`config.mk`:
```
export PLATFORM = sky130hd
export DESIGN_NAME = icache_prefetch_gen
export DESIGN_NICKNAME = d
export VERILOG_FILES = /design/src/rtl/icache_prefetch_gen.sv
export SDC_FILE = /design/constraint.sdc
export NUM_CORES = 1
export LEC_CHECK = 0
export ABC_AREA = 1
export CAP_MARGIN = 30
export CELL_PAD_IN_SITES_DETAIL_PLACEMENT = 1
export CELL_PAD_IN_SITES_GLOBAL_PLACEMENT = 1
export CORE_MARGIN = 5
export CORE_UTILIZATION = 45
export DETAILED_ROUTE_END_ITERATION = 7
export PLACE_DENSITY_LB_ADDON = 0.1
export SLEW_MARGIN = 20
export SYNTH_ARGS = -nofsm -noshare
export SYNTH_HDL_FRONTEND = slang
export SYNTH_SLANG_ARGS = --single-unit
```
`constraint.sdc`:
```
create_clock -name clk -period 14.3 [get_ports clk]
set_clock_uncertainty 0.2 [all_clocks]
set_input_delay 2.145 -clock clk [delete_from_list [all_inputs] [get_ports clk]]
set_output_delay 2.145 -clock clk [all_outputs]
set_load 0.03 [all_outputs]
```
`src/rtl/icache_prefetch_gen.sv`:
```
//------------------------------------------------------------------------------
// Module : icache_prefetch_gen
// Brief  : Next-line instruction prefetch generator with page-bounded
//          sequential line requests buffered in a small FIFO.
// Rev    : 1.0 - initial release
//------------------------------------------------------------------------------
`timescale 1ns/1ps
`default_nettype none

package icache_prefetch_gen_pkg;
    typedef struct packed {
        logic [31:0] addr;
        logic [4:0]  field0;
        logic [4:0]  field1;
    } pc_req_t;
endpackage

module icache_prefetch_gen
    import icache_prefetch_gen_pkg::*;
#(
    parameter int LINE_OFFSET = 6,
    parameter int PF_DEPTH    = 2,
    parameter int FIFO_DEPTH  = 4
) (
    input  logic    clk,
    input  logic    rst_n,
    input  logic    upstream_rxreq_vld,
    input  logic    upstream_rxreq_rdy,
    input  pc_req_t upstream_rxreq_pld,
    input  logic    pf_enable,
    input  logic    pf_flush,
    output logic    prefetch_req_vld,
    input  logic    prefetch_req_rdy,
    output pc_req_t prefetch_req_pld
);

    localparam int LW  = 32 - LINE_OFFSET;
    localparam int PLO = 12 - LINE_OFFSET;
    localparam int AW  = $clog2(FIFO_DEPTH);
    localparam int CW  = $clog2(FIFO_DEPTH + 1);
    localparam int RW  = $clog2(PF_DEPTH + 1);

    typedef enum logic [0:0] {
        IDLE = 1'b0,
        GEN  = 1'b1
    } state_t;

    state_t          r_state, w_state_nxt;
    logic [LW-1:0]   r_next_line, w_next_line_nxt;
    logic [RW-1:0]   r_remaining, w_remaining_nxt;
    logic [19:0]     r_page, w_page_nxt;
    logic [4:0]      r_field0, w_field0_nxt;
    logic [4:0]      r_field1, w_field1_nxt;
    logic [LW-1:0]   r_last_line, w_last_line;
    logic            r_last_vld, w_last_vld, w_last_vld_nxt;

    pc_req_t         r_mem [FIFO_DEPTH];
    logic [AW-1:0]   r_wr_ptr, r_rd_ptr;
    logic [CW-1:0]   r_count;

    logic            w_trigger, w_full, w_page_ok, w_push, w_pop, w_ahead;
    logic [LW-1:0]   w_trig_line, w_dist;
    pc_req_t         w_push_entry;
    logic            w_unused_offset;

    assign w_trig_line     = upstream_rxreq_pld.addr[31:LINE_OFFSET];
    assign w_unused_offset = ^upstream_rxreq_pld.addr[LINE_OFFSET-1:0];
    assign w_trigger       = upstream_rxreq_vld & upstream_rxreq_rdy & pf_enable;
    assign w_full          = (r_count == CW'(FIFO_DEPTH));
    assign w_page_ok       = (r_next_line[LW-1:PLO] == r_page);
    assign w_push          = (r_state == GEN) & pf_enable & w_page_ok & ~w_full & ~pf_flush;
    assign w_pop           = prefetch_req_vld & prefetch_req_rdy & ~pf_flush;

    // A same-cycle push is visible to the trigger's distance calculation.
    assign w_last_line = w_push ? r_next_line : r_last_line;
    assign w_last_vld  = w_push | r_last_vld;
    assign w_dist      = w_last_line - w_trig_line;
    assign w_ahead     = w_last_vld && (w_dist != '0) && (w_dist <= LW'(PF_DEPTH));

    assign w_push_entry.addr   = {r_next_line, {LINE_OFFSET{1'b0}}};
    assign w_push_entry.field0 = r_field0;
    assign w_push_entry.field1 = r_field1;

    always_comb begin
        w_state_nxt     = r_state;
        w_next_line_nxt = r_next_line;
        w_remaining_nxt = r_remaining;
        w_page_nxt      = r_page;
        w_field0_nxt    = r_field0;
        w_field1_nxt    = r_field1;
        w_last_vld_nxt  = r_last_vld;
        if (pf_flush) begin
            w_state_nxt     = IDLE;
            w_remaining_nxt = '0;
            w_last_vld_nxt  = 1'b0;
        end else begin
            if (r_state == GEN) begin
                if (!pf_enable || !w_page_ok) begin
                    w_state_nxt     = IDLE;
                    w_remaining_nxt = '0;
                end else if (w_push) begin
                    w_next_line_nxt = r_next_line + LW'(1);
                    w_remaining_nxt = r_remaining - RW'(1);
                    w_last_vld_nxt  = 1'b1;
                    if (r_remaining == RW'(1)) begin
                        w_state_nxt = IDLE;
                    end
                end
            end
            if (w_trigger) begin
                if (w_ahead) begin
                    w_next_line_nxt = w_last_line + LW'(1);
                    w_remaining_nxt = RW'(PF_DEPTH) - RW'(w_dist);
                end else begin
                    w_next_line_nxt = w_trig_line + LW'(1);
                    w_remaining_nxt = RW'(PF_DEPTH);
                end
                w_page_nxt   = upstream_rxreq_pld.addr[31:12];
                w_field0_nxt = upstream_rxreq_pld.field0;
                w_field1_nxt = upstream_rxreq_pld.field1;
                w_state_nxt  = (w_remaining_nxt == '0) ? IDLE : GEN;
            end
        end
    end

    always_ff @(posedge clk or negedge rst_n) begin
        if (!rst_n) begin
            r_state     <= IDLE;
            r_next_line <= '0;
            r_remaining <= '0;
            r_page      <= '0;
            r_field0    <= '0;
            r_field1    <= '0;
            r_last_line <= '0;
            r_last_vld  <= 1'b0;
        end else begin
            r_state     <= w_state_nxt;
            r_next_line <= w_next_line_nxt;
            r_remaining <= w_remaining_nxt;
            r_page      <= w_page_nxt;
            r_field0    <= w_field0_nxt;
            r_field1    <= w_field1_nxt;
            r_last_line <= pf_flush ? r_last_line : w_last_line;
            r_last_vld  <= w_last_vld_nxt;
        end
    end

    // Full is taken from the registered count, so a same-cycle pop never frees a slot.
    always_ff @(posedge clk or negedge rst_n) begin
        if (!rst_n) begin
            for (int i = 0; i < FIFO_DEPTH; i++) begin
                r_mem[i] <= '0;
            end
            r_wr_ptr <= '0;
            r_rd_ptr <= '0;
            r_count  <= '0;
        end else if (pf_flush) begin
            r_wr_ptr <= '0;
            r_rd_ptr <= '0;
            r_count  <= '0;
        end else begin
            if (w_push) begin
                r_mem[r_wr_ptr] <= w_push_entry;
                r_wr_ptr        <= r_wr_ptr + AW'(1);
            end
            if (w_pop) begin
                r_rd_ptr <= r_rd_ptr + AW'(1);
            end
            r_count <= r_count + CW'(w_push) - CW'(w_pop);
        end
    end

    assign prefetch_req_vld = (r_count != '0);
    assign prefetch_req_pld = r_mem[r_rd_ptr];

endmodule

`default_nettype wire
```
==> metrics.md <==
| Metric | Value |
|---|---|
| Crit path max-delay family | simple AND/OR/NAND/NOR gates |
| Rows | 63 |
| CP endpoint kind | flip-flop |
| Via density | 5.46 |
| Syn avg cell area | 7.25 µm² |
| Gr ovfl total | 0 |
| Crit path max fanout | 70 |
| Antenna violations before repair | 0 |
| Setup CP Type | input port to flip-flop |
| Reg power frac | a little under two fifths |
| # diodes | 0 |
| Req. time, crit path | 14.50 ns |
| Sequential share of the synthesized area | 44.1% |
| CTS tree | yes |
| Ports | 92 |
| Most used cell, CP | nor2_1 |
| Yosys warnings | 0 |
| Fill cells | 3803 |
| GPL Wtd Cong | around 0.90 |
| Die area | roughly 33000 µm² |
| Slew Limit Fails | 0 |
| CTS H-tree lvls | 1 |
| Final Hold Viols | 0 |
| Synth area leaders | dfrtp_1 (44%), nand2_1 (15%), o21ai_0 (12%) |
| Placement Cell Area | approximately 14000 µm² |
| Library cells used by synthesis | 43 |
| First-pass GRT wire length | a little under 70000 µm |
| Crit path launch type | input port |
| Synth Instances | 1855 |
| Total CTS buffers | 26 |
| Synth Flop Type | dfrtp_1 |
| # hold bufs at CTS | 0 |
| Routed via count | around 13k |
| GRT Util Overall | between 20% and 30% |
| NetSw | 0.000700 W |
| Power per Cell Area | 130 nW/µm² |
| Worst path max stage delay | 0.75 ns |
| Largest net degree at the start of global routing | 116 |
| Slowest-stage cell, CP | clkdlybuf4s50_1 |
| IR drop worst, VDD | about 0.000082 V |
| DRC Markers | 0 |
| Die height | 183 µm |
| Clk_lat worst skew | 0.54 ns |
| Async SR Flop Fraction | 100% |
| Crit path time final | 8.57 ns |
| Post-synth top cells | nand2_1 (542), o21ai_0 (323), dfrtp_1 (237), nor2_1 (174), inv_1 (159) |
| Design area | about 15000 µm² |
| CTS Buffer Depth | 3 |
| Fmax | 117 MHz |
| Core box area | 29600 µm² |
| FF/Latch Area | 5930 µm² |
| Leakage power | 7.51 nW |
| Post-CTS Resized | 0 |
| Wire per inst | 18.2 µm |
| Port bufs | 79 |
| Die Wd | 183 µm |
| Final period util | 60.0% |
| Setup_tns | 0 ns |
| Max-Cap Viols | 0 |
| Comb pwr share | 28.3% |
| Synth Cell Area | 13400 µm² |
| Count leader, synth | nand2_1 |
| Top cell type's share of synthesized area | between 40% and 50% |
| Layout area overhead | 14.6% |
| Remaining antenna violation count | 0 |
| Pint | 0.00130 W |
| CTS clock-pin slew for the worst setup and hold paths | 0.06 ns |
| Root Driver | clkbuf_16 |
| Worst Path Buf+Inv | 6 |
| Post-synth top area cell | dfrtp_1 |
| Post-CTS Setup Repair Bufs | 0 |
| Setup violations, final | 0 |
| Final WL | 42000 µm |
| RSZ-0062 raised after global routing | no |
| Net Sw Frac | 34.9% |
| Post-synthesis sequential element count | approximately 240 |
| Clk pwr share | 34.7% |
| HP Class | flip-flop to flip-flop |
| Area of the multi-input gates | 6450 µm² |
| Share of post-route cells with drive strength above 1 | 6.06% |
| Sinks on Clock Net | 237 |
| Total iterations of the first detailed-routing run | 4 |
| Run status | finished clean |
| Number of synthesized flops with an enable pin | 0 |
| Hpwl dp | 29800 µm |
| Vias in the first global route | between 10k and 15k |
| Initial DRC count | 681 |
| Worst Max-Slew Pin Slew | 0.873 ns |
| Total Nets Final | 1981 |
| Initial Util | about 45% |
| Max_slew headroom | 41.8% |
| WP data arrival | 8.78 ns |
layout make-up:
cell class / count / share of cell area (%)
Clock buffer: 34 / 4.81
Clock inverter: 12 / 0.966
Inverter: 183 / 4.46
Multi-Input combinational cell: 1352 / 41.9
Sequential cell: 237 / 38.5
Tap cell: 390 / 3.17
Timing Repair Buffer: 95 / 6.25
kinds of logic after synthesis:
family / Yosys count / synth area share, %
AND/OR/NAND/NOR: 876 / 26.8
AO/OA/AOI/OAI: 413 / 16.1
flip-flops: 237 / 44.1
other: 1 / 0.0279
adder cells (fa/ha/maj): 37 / 3.55
XOR/XNOR: 20 / 1.30
buffers and inverters: 271 / 8.11
metrics by stage:
| stage | power (W) | utilization, % | instances | hold WS, ns | setup slack [ns] |
|---|---|---|---|---|---|
| floorplan | 0.00110 | - | 1860 | 0.243 | 7.80 |
| global route | 0.00212 | 52.1 | 2303 | 0.299 | 5.15 |
| finish | 0.00200 | 52.1 | 2303 | 0.278 | 5.73 |
| global placement | 0.00130 | 48.9 | 2254 | 0.257 | 5.17 |
| CTS | 0.00202 | 52.1 | 2302 | 0.283 | 5.72 |
| detailed placement | 0.00132 | 49.0 | 2256 | 0.268 | 5.18 |
tightest hold or removal path: stages (launching register included):
cell and delay (ns):
dfrtp_1 0.32, nand2_1 0.06, o21ai_0 0.06
routing by layer:
metal | track usage [%] | vias up | part of all wire [%]
li1 | - | 6077 | -
met1 | 33.6 | 6225 | 45
met2 | 44.5 | 205 | 49
met3 | 2.50 | 58 | 3.4
met4 | 6.05 | 0 | 2.2
met5 | 0 | - | 0
worst paths after layout:
check	slack (ns)	from	end	depth (start not counted)
min	0.28	r_last_line[2]	r_last_line[2]	2
max reg2reg	7.42	r_next_line[21]	r_next_line[14]	38
min in group asynchronous	1.49	rst_n	r_field1[1]	1
min reg2reg	0.28	r_last_line[2]	r_last_line[2]	2
max	5.73	pf_flush	r_next_line[14]	32
max in group asynchronous	10.42	rst_n	r_mem[30]	4
power by group through the flow:
stage               Clock (W)  Combinational (W)  Sequential [W]
floorplan                   0           0.000354        0.000744
global placement            0           0.000552        0.000749
detailed placement          0           0.000566        0.000752
CTS                  0.000713           0.000570        0.000740
global route         0.000745           0.000626        0.000746
finish               0.000696           0.000568        0.000740
sequential cells by signal, indices dropped and copies added, names as in the netlist:
| signal | count |
|---|---|
| r_rd_ptr | 2 |
| r_next_line | 26 |
| r_state | 1 |
| r_last_vld | 1 |
| r_field1 | 5 |
| r_remaining | 2 |
| r_count | 3 |
| r_field0 | 5 |
| r_wr_ptr | 2 |
| r_page | 20 |
| r_mem | 144 |
| r_last_line | 26 |
placed cells by master, fill, tap and decap left out, types with 6 or more instances in the layout:
| cell type | n |
|---|---|
| o21ai_1 | 8 |
| a21oi_1 | 25 |
| xor2_1 | 8 |
| dfrtp_1 | 236 |
| inv_2 | 22 |
| xnor2_1 | 12 |
| ha_1 | 35 |
| clkdlybuf4s50_1 | 78 |
| nor3_1 | 7 |
| nand3_1 | 98 |
| nand4_1 | 20 |
| nand2_1 | 542 |
| nor2_1 | 173 |
| o21ai_0 | 323 |
| clkbuf_8 | 6 |
| nand2_2 | 11 |
| nor2_4 | 6 |
| clkinv_2 | 7 |
| conb_1 | 6 |
| clkbuf_16 | 26 |
| buf_4 | 13 |
| o22ai_1 | 39 |
| inv_1 | 158 |
Power figures use the tool's default switching activity.
